$ cat config.mk
export PLATFORM = sky130hd
export DESIGN_NAME = see_inject_ctrl
export DESIGN_NICKNAME = d
export VERILOG_FILES = /design/src/rtl/see_inject_ctrl.sv
export SDC_FILE = /design/constraint.sdc
export NUM_CORES = 1
export LEC_CHECK = 0
export CAP_MARGIN = 0
export CORE_MARGIN = 5
export CORE_UTILIZATION = 50
export DETAILED_ROUTE_END_ITERATION = 7
export PLACE_DENSITY = 0.8
export SYNTH_ARGS = -nofsm -noshare
export SYNTH_HDL_FRONTEND = slang
export SYNTH_SLANG_ARGS = --single-unit
$ cat constraint.sdc
create_clock -name clk -period 4.15 [get_ports clk]
set_input_delay 0.6225 -clock clk [delete_from_list [all_inputs] [get_ports clk]]
set_output_delay 0.6225 -clock clk [all_outputs]
set_load 0.05 [all_outputs]
$ cat src/rtl/see_inject_ctrl.sv
// SEU injection sequencer: walks every input vector and bit, drives golden/faulty target copies, compares outputs.
// Optional multi-bit-upset (adjacent pair, wrapping) mask selected by defining SEE_MBU_EN.
module see_inject_ctrl #(
  parameter int IN_W   = 9,
  parameter int OUT_W  = 5,
  parameter int SETTLE = 2,
  parameter int CNT_W  = 16
) (
  input  logic             clk,
  input  logic             rst,
  input  logic             start,
  input  logic             abort,
  input  logic [OUT_W-1:0] golden_i,
  input  logic [OUT_W-1:0] faulty_i,
  output logic [IN_W-1:0]  vec_gold_o,
  output logic [IN_W-1:0]  vec_fault_o,
  output logic             busy,
  output logic             done,
  output logic [CNT_W-1:0] inj_cnt,
  output logic [CNT_W-1:0] err_cnt,
  output logic [OUT_W-1:0] err_mask,
  output logic [1:0]       dbg_state
);

  localparam int BIT_W  = $clog2(IN_W);
  localparam int WAIT_W = (SETTLE > 1) ? $clog2(SETTLE) : 1;
  localparam logic [BIT_W-1:0]  LAST_BIT  = BIT_W'(IN_W - 1);
  localparam logic [WAIT_W-1:0] WAIT_LOAD = WAIT_W'(SETTLE - 1);

  typedef enum logic [1:0] {
    S_IDLE   = 2'd0,
    S_SETTLE = 2'd1,
    S_SAMPLE = 2'd2,
    S_DONE   = 2'd3
  } state_t;

  state_t            state;
  logic [IN_W-1:0]   vec_q;
  logic [BIT_W-1:0]  bit_q;
  logic [WAIT_W-1:0] wait_q;

  logic              last_bit;
  logic              last_pair;
  logic [BIT_W-1:0]  bit_nx;
  logic [IN_W-1:0]   vec_nx;
  logic [OUT_W-1:0]  diff;

  function automatic logic [IN_W-1:0] flip(input logic [BIT_W-1:0] b);
    logic [IN_W-1:0] m;
`ifdef SEE_MBU_EN
    logic [BIT_W-1:0] nb;
`endif
    m = IN_W'(1) << b;
`ifdef SEE_MBU_EN
    nb = (b == LAST_BIT) ? '0 : b + 1'b1;
    m  = m | (IN_W'(1) << nb);
`endif
    return m;
  endfunction

  assign diff      = golden_i ^ faulty_i;
  assign last_bit  = (bit_q == LAST_BIT);
  assign last_pair = last_bit && (&vec_q);
  assign bit_nx    = last_bit ? '0 : bit_q + 1'b1;
  assign vec_nx    = last_bit ? vec_q + 1'b1 : vec_q;
  assign dbg_state = state;

  // start and abort are single-cycle level-sampled controls (no handshake):
  // start is honoured only in S_IDLE, abort in any other state and wins over sampling.
  always_ff @(posedge clk) begin
    if (rst) begin
      state       <= S_IDLE;
      vec_q       <= '0;
      bit_q       <= '0;
      wait_q      <= '0;
      vec_gold_o  <= '0;
      vec_fault_o <= '0;
      busy        <= 1'b0;
      done        <= 1'b0;
      inj_cnt     <= '0;
      err_cnt     <= '0;
      err_mask    <= '0;
    end else if (abort && state != S_IDLE) begin
      state <= S_IDLE;
      busy  <= 1'b0;
      done  <= 1'b0;
    end else begin
      case (state)
        S_IDLE: begin
          if (start) begin
            inj_cnt     <= '0;
            err_cnt     <= '0;
            err_mask    <= '0;
            done        <= 1'b0;
            vec_q       <= '0;
            bit_q       <= '0;
            vec_gold_o  <= '0;
            vec_fault_o <= flip('0);
            wait_q      <= WAIT_LOAD;
            busy        <= 1'b1;
            state       <= S_SETTLE;
          end
        end
        S_SETTLE: begin
          if (wait_q == '0) state <= S_SAMPLE;
          else              wait_q <= wait_q - 1'b1;
        end
        S_SAMPLE: begin
          if (inj_cnt != '1) inj_cnt <= inj_cnt + 1'b1;
          if (diff != '0) begin
            if (err_cnt != '1) err_cnt <= err_cnt + 1'b1;
            err_mask <= err_mask | diff;
          end
          if (last_pair) begin
            // Vectors hold their final pair; the sweep is complete.
            state <= S_DONE;
            done  <= 1'b1;
            busy  <= 1'b0;
          end else begin
            vec_q       <= vec_nx;
            bit_q       <= bit_nx;
            vec_gold_o  <= vec_nx;
            vec_fault_o <= vec_nx ^ flip(bit_nx);
            wait_q      <= WAIT_LOAD;
            state       <= S_SETTLE;
          end
        end
        S_DONE: begin
          state <= S_IDLE;
        end
        default: state <= S_IDLE;
      endcase
    end
  end

endmodule

==> metrics.yaml, run 1 <==
synth_area_per_cell_sq_um: 8.32
cts.sinks: 64
multi_input_area_sq_mm: 0.00211
cap_violations: 0
rsz0062_at_grt: "no"
syn2layout_area_growth_pct: 26.3
via_count: 3536
syn_area_sq_mm: 0.00357
cts_buffers: 9
grt_max_degree: 29
core_area_sq_mm: 0.00687
cpLargestDelayFamily: "compound AO/OA/AOI/OAI gates"
port_buffers: 72
peakVddDrop_uv: 272
drt-initial-drc-count: 204
post_cts_resized: 0
drc_errors: 0
relSlewSlack: 0.179
fill_cells: 586
layout-drive-gt1-share: 0.0664
tns_ns: 0
path_clk_slew_ns: 0.07
gr-max-usage-layer: "met2"
yosysUniqueCellTypes: 65
reg2regPathDepth: 7
dieArea_sq_mm: 0.00893
ys_seq_area_frac: 0.359
gr-total-overflow: 0
antenna_found_initial: 0
synth_cells: 429
wl_per_cell_microns: 15.9
vias_per_cell: 5.96
reg2reg_to: "vec_fault_o[0]"
slew_violations: 0
worstPathCellList: "clkdlybuf4s50_1 -> xor2_1 -> or4_4 -> o31ai_2 -> nor3_1 -> a32o_1"
synth_edf_count: 0
grt_pass1_wl_mm: 15.5
use_met1: 0.278
status: "finished clean"
final_util: 0.657
crit_path_max_fanout: 20
final-setup-viol-count: 0
skew_ns: 0.00505
grt_pass1_vias: 3393
seq_area_sq_mm: 0.00128
grt_use_total: 0.215
ys_warn_count: 0
clk_latency_ns: 0.34
final_nets: 514
synth_seq_cells: 64
root_buffer: "clkbuf_8"
ys_async_sr_fraction: 0
whs_path_depth: 1
syn-num-nets: 451
rrSetupSlack_ns: 1.40
use_met3: 0.0558
hold_path.startpoint: "vec_fault_o[1]"
path_buf_inv: 1
netlist_top_cells_area: "dfxtp_1 36%, xnor2_1 5.4%, nor2_1 5.0%"
critPathKind: "primary input to flip-flop"
slowest_delay_ns: 0.98
crit_arrival_ns: 3.18
fp-row-count: 30
fmax_mhz: 339
use_met2: 0.340
synth_area_leader_cell: "dfxtp_1"
final-hold-violation-count: 0
postCtsHoldBufs: 0
hold_end: "vec_fault_o[1]"
htreeDepth: 3
drt_first_pass_iters: 5
min_period_ns: 2.95
gp_congestion: 0.886
critPathLaunchType: "primary input"
end_kind: "flip-flop"
routed_wl_mm: 9.40
worstPathRequired_ns: 4.38
cp_slowest_cell: "o31ai_2"
power.density_mw_per_mm2: 300
reg2reg_from: "bit_q[0]"
cts_setup_buffers: 0
cts_tree: "built"
hp-class: "flip-flop to flip-flop"
hpwl_mm: 6.53
worstMarginPinSlew_ns: 1.22
fp.dieH_microns: 94.5
final.period_utilization: 0.710
ant_nets: 0
p_leak_nw: 1.45
start_util: 0.520
diodes: 0
synth_ff_type: "dfxtp_1"
ios: 73
die_w_microns: 94.5
synth_top_cell_area_share: 0.359
clock_path_buffers: 2
==> stage by stage <==
| stage | hold WS [ns] | area, sq um | setup WS (ns) | cells | power (W) |
|---|---|---|---|---|---|
| after CTS | 0.478 | 4510 | 1.21 | 593 | 0.00136 |
| after global placement | 0.453 | 4310 | 0.937 | 577 | 0.000818 |
| after detailed placement | 0.459 | 4310 | 0.846 | 577 | 0.000821 |
| after global routing | 0.491 | 4510 | 1.03 | 593 | 0.00141 |
| final | 0.471 | 4510 | 1.20 | 593 | 0.00135 |
| after floorplan | 0.498 | 3570 | 1.93 | 429 | 0.000768 |
==> kinds of logic after synthesis <==
group / after synthesis / share of synthesized area
AND/OR/NAND/NOR: 178 / 0.261
AO/OA/AOI/OAI: 108 / 0.215
flip-flops: 64 / 0.359
buffers and inverters: 36 / 0.0501
XOR/XNOR: 31 / 0.0760
adder cells (fa/ha/maj): 8 / 0.0280
multiplexers: 4 / 0.0112
==> how the worst max path moves through the flow <==
| stage | slack (ns) | from | endpoint | cells past startpoint |
|---|---|---|---|---|
| 2_1_floorplan | 1.93 | vec_q[0] | vec_q[3] | 9 |
| 3_3_place_gp | 0.94 | faulty_i[1] | err_cnt[9] | 6 |
| 3_5_place_dp | 0.85 | faulty_i[1] | err_cnt[4] | 6 |
| 4_1_cts | 1.21 | faulty_i[1] | err_cnt[4] | 6 |
| 5_1_grt | 1.03 | faulty_i[1] | err_cnt[12] | 6 |
| 6_report | 1.20 | faulty_i[1] | err_cnt[4] | 6 |
==> cell usage in the layout (no fill, tap or decap), types with 3 or more instances in the layout <==
| cell | Yosys | final |
|---|---|---|
| nor2b_1 | 3 | 3 |
| ha_1 | 8 | 8 |
| inv_1 | 10 | 10 |
| nor3_1 | 10 | 10 |
| or3_1 | 7 | 7 |
| nand3_1 | 20 | 20 |
| nor4_1 | 9 | 9 |
| dfxtp_1 | 64 | 64 |
| o31ai_1 | 6 | 6 |
| and2_1 | 3 | 3 |
| o311ai_0 | 3 | 3 |
| buf_4 | 3 | 5 |
| or4_1 | 4 | 4 |
| nand2b_1 | 3 | 3 |
| mux2i_1 | 4 | 4 |
| and4_1 | 3 | 3 |
| nor2_1 | 48 | 48 |
| nand3b_1 | 3 | 3 |
| a22o_1 | 6 | 6 |
| o21ai_0 | 14 | 14 |
| xnor2_1 | 22 | 22 |
| nand2_1 | 34 | 34 |
| and3_1 | 3 | 3 |
| o41ai_1 | 5 | 5 |
| xor2_1 | 9 | 9 |
| clkdlybuf4s50_1 | 0 | 72 |
| a21oi_1 | 31 | 31 |
| a211oi_1 | 8 | 8 |
| clkbuf_8 | 0 | 11 |
| nand4_1 | 14 | 14 |
| o211ai_1 | 3 | 3 |
| a32o_1 | 3 | 3 |
| a31oi_1 | 3 | 3 |
| a22oi_1 | 4 | 4 |
| nand4b_1 | 4 | 4 |
| a2111oi_0 | 3 | 3 |
==> final cells by class <==
cell class,instances,area share
Tap cell,96,0.0266
Clock buffer,13,0.0352
Inverter,11,0.00915
Sequential cell,64,0.284
Multi-Input combinational cell,329,0.468
Clock inverter,3,0.00888
Timing Repair Buffer,77,0.168
==> worst register-to-register path, stage by stage (launching register included) <==
cell and delay [ns]:
dfxtp_1 0.56, inv_1 0.18, ha_1 0.29, and3b_2 0.35, a211oi_2 0.81, nand4_1 0.18
o211a_1 0.16, nor2b_1 0.12
==> synthesized netlist by cell type (4+ instances only) <==
master / instances
dfxtp_1: 64
nor2_1: 48
nand2_1: 34
a21oi_1: 31
xnor2_1: 22
nand3_1: 20
nand4_1: 14
o21ai_0: 14
clkbuf_1: 10
inv_1: 10
nor3_1: 10
nor4_1: 9
xor2_1: 9
a211oi_1: 8
buf_2: 8
ha_1: 8
or3_1: 7
a22o_1: 6
o31ai_1: 6
o41ai_1: 5
a22oi_1: 4
mux2i_1: 4
nand4b_1: 4
or4_1: 4
==> power breakdown <==
part           switching [W]  internal [W]
logic               0.000113     0.0000580
registers          0.0000120      0.000625
clock network       0.000235      0.000309
total               0.000360      0.000992
==> metal layers <==
metal,share of wire,routed length [microns],vias up
li1,-,-,1721
met1,0.45,4240,1659
met2,0.45,4270,137
met3,0.074,699,19
met4,0.020,189,0
met5,0,0,-
==> state kept, by name, summed over array words and instances (netlist names) <==
signal       count
err_cnt         16
done             1
vec_q            9
bit_q            4
err_mask         5
dbg_state        2
inj_cnt         16
wait_q           1
vec_fault_o      9
busy             1
(Power assumes the default switching activity.)
==> run 2, diff against run 1 <==
==> constraint.sdc (replaced) <==
create_clock -name clk -period 2.9 [get_ports clk]
set_input_delay 0.435 -clock clk [delete_from_list [all_inputs] [get_ports clk]]
set_output_delay 0.435 -clock clk [all_outputs]
set_load 0.05 [all_outputs]
==> run 2 against run 1 <==
  * Sequential power up 43%
  * Final area up 2.2%
  * Clock-buffer cell count down 4
  * Worst setup slack worse by 0.82 ns
  * Utilization up 1.4 points
  * Clock skew up 0.0032 ns
  * Via count up 1.3%
  * Total power up 55%
  * Sequential cell count unchanged
  * Global-route usage up 0.27 points
  * Critical path type is now flip-flop to flip-flop
  * Largest power group is now clock
==> metrics.yaml, run 2 (synthesis results as in run 1) <==
cap_violations: 0
tns_ns: 0
start_util: 0.520
grt_max_degree: 29
cts_buffers: 9
via_count: 3583
ant_nets: 0
final-hold-violation-count: 0
rsz0062_at_grt: "no"
layout_common_cells: "72 x clkdlybuf4s50_1, 64 x dfxtp_1, 48 x nor2_1"
layout-drive-gt1-share: 0.0833
p_leak_nw: 1.50
end_kind: "flip-flop"
port_buffers: 72
gr-total-overflow: 0
antenna_found_initial: 0
worstMarginPinSlew_ns: 1.05
status: "finished clean"
skew_ns: 0.00824
power.density_mw_per_mm2: 456
crit_path_max_fanout: 15
rrSetupSlack_ns: 0.38
slowest_delay_ns: 0.57
path_clk_slew_ns: 0.07
final_nets: 521
drt_first_pass_iters: 5
root_buffer: "clkbuf_8"
clock_path_buffers: 2
routed_wl_mm: 9.42
reg.largest.list: "err_cnt x16, inj_cnt x16"
hp-class: "flip-flop to flip-flop"
whs_ns: 0.473
dieArea_sq_mm: 0.00893
seq_area_sq_mm: 0.00128
drc_errors: 0
diodes: 0
cts_tree: "built"
worstPathCellList: "inv_1 -> ha_1 -> and3b_2 -> nand3_1 -> nand2_1 -> nor3_1 -> buf_4 -> a22o_1"
relSlewSlack: 0.294
hpwl_mm: 6.54
htreeDepth: 3
syn2layout_area_growth_pct: 29.0
critPathLaunchType: "flip-flop"
grt_pass1_wl_mm: 15.8
post_cts_resized: 0
wl_per_cell_microns: 15.7
multi_input_area_sq_mm: 0.00211
core_area_sq_mm: 0.00687
fill_cells: 562
ios: 73
crit_arrival_ns: 2.81
grt_pass1_vias: 3394
fmax_mhz: 397
peakVddDrop_uv: 338
fp.dieH_microns: 94.5
slew_violations: 0
postCtsHoldBufs: 0
vias_per_cell: 5.97
die_w_microns: 94.5
final.period_utilization: 0.868
gp_congestion: 0.883
finalPower_w: 0.00210
clk_latency_ns: 0.34
cts_setup_buffers: 0
grt_use_total: 0.218
final_common_cell: "clkdlybuf4s50_1"
fp-row-count: 30
critPathKind: "flip-flop to flip-flop"
worstPathRequired_ns: 3.19
final-setup-viol-count: 0
cp_slowest_cell: "dfxtp_1"
drt-initial-drc-count: 250
min_period_ns: 2.52
cts.sinks: 64
==> run 2: cell type report <==
class | count | share of cell area
multi-input cells | 329 | 0.458
well taps | 96 | 0.0261
clock buffers | 9 | 0.0269
clock inverters | 7 | 0.0261
repair buffers | 84 | 0.176
inverters | 11 | 0.00896
flip-flops and latches | 64 | 0.278
==> run 2: final timing paths <==
path	from	to	cells after the start
hold reg to reg	err_mask[4]	err_mask[4]	2
hold / removal	err_mask[4]	err_mask[4]	2
setup / recovery	bit_q[0]	vec_fault_o[2]	8
setup reg to reg	bit_q[0]	vec_fault_o[2]	8
==> run 2: through the flow <==
step | setup WS, ns | cell area, sq um | utilization | std cells
after floorplan | 0.675 | 3570 | - | 429
after global placement | 0.403 | 4360 | 0.635 | 584
after detailed placement | 0.265 | 4360 | 0.635 | 584
after CTS | 0.405 | 4610 | 0.671 | 600
after global routing | 0.187 | 4610 | 0.671 | 600
final | 0.382 | 4610 | 0.671 | 600
==> run 2: metal layers <==
metal  wire length, microns  part of all wire  global-route usage
met1                   4110              0.44               0.280
met2                   4340              0.46               0.345
met3                    804             0.085              0.0614
met4                    168             0.018              0.0889
met5                      0                 0                   0
==> run 2: critical path, delay by kind of cell (launching register included) <==
family / cells / cell delay, ns
adders and majority gates: 1 / 0.29
AOI/OAI and AO/OA: 1 / 0.12
DFF: 1 / 0.57
and+or+nand+nor: 4 / 1.12
buffers and inverters: 2 / 0.36
==> run 2: power breakdown <==
part	switching, W	total [W]	leakage, nW	internal, W
registers	0.0000172	0.000912	0.517	0.000894
logic	0.000162	0.000252	0.861	0.0000899
clock network	0.000365	0.000937	0.119	0.000572
total	0.000544	0.00210	1.50	0.00156
==> run 3, diff against run 2 <==
--- a/config.mk
+++ b/config.mk
@@ -6,10 +6,13 @@
 export NUM_CORES = 1
 export LEC_CHECK = 0
 export CAP_MARGIN = 0
+export CELL_PAD_IN_SITES_DETAIL_PLACEMENT = 0
+export CELL_PAD_IN_SITES_GLOBAL_PLACEMENT = 1
 export CORE_MARGIN = 5
-export CORE_UTILIZATION = 50
+export CORE_UTILIZATION = 38
 export DETAILED_ROUTE_END_ITERATION = 7
-export PLACE_DENSITY = 0.8
+export GPL_TIMING_DRIVEN = 0
+export PLACE_DENSITY = 0.82
 export SYNTH_ARGS = -nofsm -noshare
 export SYNTH_HDL_FRONTEND = slang
 export SYNTH_SLANG_ARGS = --single-unit
==> run 3 against run 2 <==
  * Worst setup slack worse by 0.0099 ns
  * Via count down 1.8%
  * Cell count up 4.5%
  * Sequential cell count unchanged
  * Critical path type unchanged
  * Critical endpoint unchanged
==> metrics.yaml, run 3 (synthesis results as in run 1) <==
path_buf_inv: 3
status: "finished clean"
design_area_sq_mm: 0.00466
fp-row-count: 35
p_clk_frac: 0.443
path_clk_slew_ns: 0.08
placedCellCount: 611
clock_path_buffers: 2
critPathLaunchType: "flip-flop"
final.period_utilization: 0.872
rsz0062_at_grt: "no"
power_frac_seq: 0.431
hpwl_mm: 7.47
ant_nets: 0
critPathKind: "flip-flop to flip-flop"
layout-drive-gt1-share: 0.0833
drt-initial-drc-count: 186
root_buffer: "clkbuf_8"
power.density_mw_per_mm2: 452
p_sw_w: 0.000553
cts_tree: "built"
via_count: 3518
final-hold-violation-count: 0
diodes: 0
drt_first_pass_iters: 5
gr-total-overflow: 0
end_kind: "flip-flop"
finalNonFillerCells: 627
die_w_microns: 107
peakVddDrop_uv: 219
final_common_cell: "clkdlybuf4s50_1"
vias_per_cell: 5.61
dp_slack_ns: 0.252
drc_errors: 0
hp-class: "flip-flop to flip-flop"
worstPathRequired_ns: 3.18
slew_violations: 0
min_period_ns: 2.53
grt_max_degree: 12
port_buffers: 71
tns_ns: 0
final_nets: 533
htreeDepth: 3
post_cts_resized: 0
worstMarginPinSlew_ns: 0.815
cp_slowest_cell: "nor3_1"
gp_congestion: 0.841
fmax_mhz: 396
wl_per_cell_microns: 16.5
reg.largest.list: "err_cnt x16, inj_cnt x16"
ios: 73
dieArea_sq_mm: 0.0114
final_util: 0.506
slowest_delay_ns: 0.64
cpLargestDelayFamily: "simple AND/OR/NAND/NOR gates"
worstPathCellList: "buf_6 -> inv_1 -> ha_1 -> and3b_2 -> buf_2 -> nand3_1 -> nand2_1 -> nor3_1 -> a22o_1"
setup_ws_ns: 0.372
crit_path_max_fanout: 9
antenna_found_initial: 0
p_leak_nw: 1.52
relSlewSlack: 0.453
switching_share: 0.262
routed_wl_mm: 10.4
cts.sinks: 64
cts_setup_buffers: 0
syn2layout_area_growth_pct: 30.4
internal_power_w: 0.00155
cap_violations: 0
grt_pass1_wl_mm: 17.1
layout_common_cells: "71 x clkdlybuf4s50_1, 64 x dfxtp_1, 48 x nor2_1"
final-setup-viol-count: 0
clk_latency_ns: 0.34
core_area_sq_mm: 0.00920
postCtsHoldBufs: 0
place_area_sq_mm: 0.00442
start_util: 0.388
fp.dieH_microns: 107
grt_use_total: 0.184
skew_ns: 0.0103
crit_arrival_ns: 2.81
pwr-share-comb: 0.126
grt_pass1_vias: 3317
cts_buffers: 9
## run 3: cell types whose count changed in the layout (fill, tap and decap cells not counted)
cell and change:
clkdlybuf4s50_1 -1, buf_4 -9, buf_6 +3, clkinv_4 -2, buf_1 +1, clkinv_2 +1, clkbuf_1 +11, buf_2 +8
## run 3: through the flow
stage / total power [W] / hold WS, ns
after floorplan: 0.00110 / 0.498
after global placement: 0.00119 / 0.451
after detailed placement: 0.00119 / 0.462
after CTS: 0.00212 / 0.478
after global routing: 0.00220 / 0.488
final: 0.00211 / 0.475
## run 3: routing by layer
layer	share of wire	up-vias	track usage
met3	0.063	7	0.0452
met1	0.48	1647	0.254
li1	-	1757	-
met4	0.0082	0	0.0484
met2	0.45	107	0.288
met5	0	-	0
## run 3: final timing paths
kind	startpoint	endpoint	slack (ns)	depth (start not counted)
max	bit_q[0]	vec_fault_o[2]	0.37	9
min	vec_fault_o[2]	vec_fault_o[2]	0.47	1
max reg2reg	bit_q[0]	vec_fault_o[2]	0.37	9
min reg2reg	vec_fault_o[2]	vec_fault_o[2]	0.47	1
## run 3: power by group through the flow
stage               registers, W  clock network [W]  logic (W)
floorplan               0.000973                  0   0.000125
global placement        0.000927                  0   0.000264
detailed placement      0.000927                  0   0.000265
CTS                     0.000907           0.000949   0.000267
global route            0.000910           0.000998   0.000288
finish                  0.000907           0.000933   0.000265
## run 3: cell type report
type	instances	area (sq um)
clock buffer	10	128
clock inverter	6	108
timing repair buffer	71	711
buffer	25	138
inverter	11	41.3
multi-input combinational	329	2110
fill	911	4540
tap	111	139
sequential	64	1280
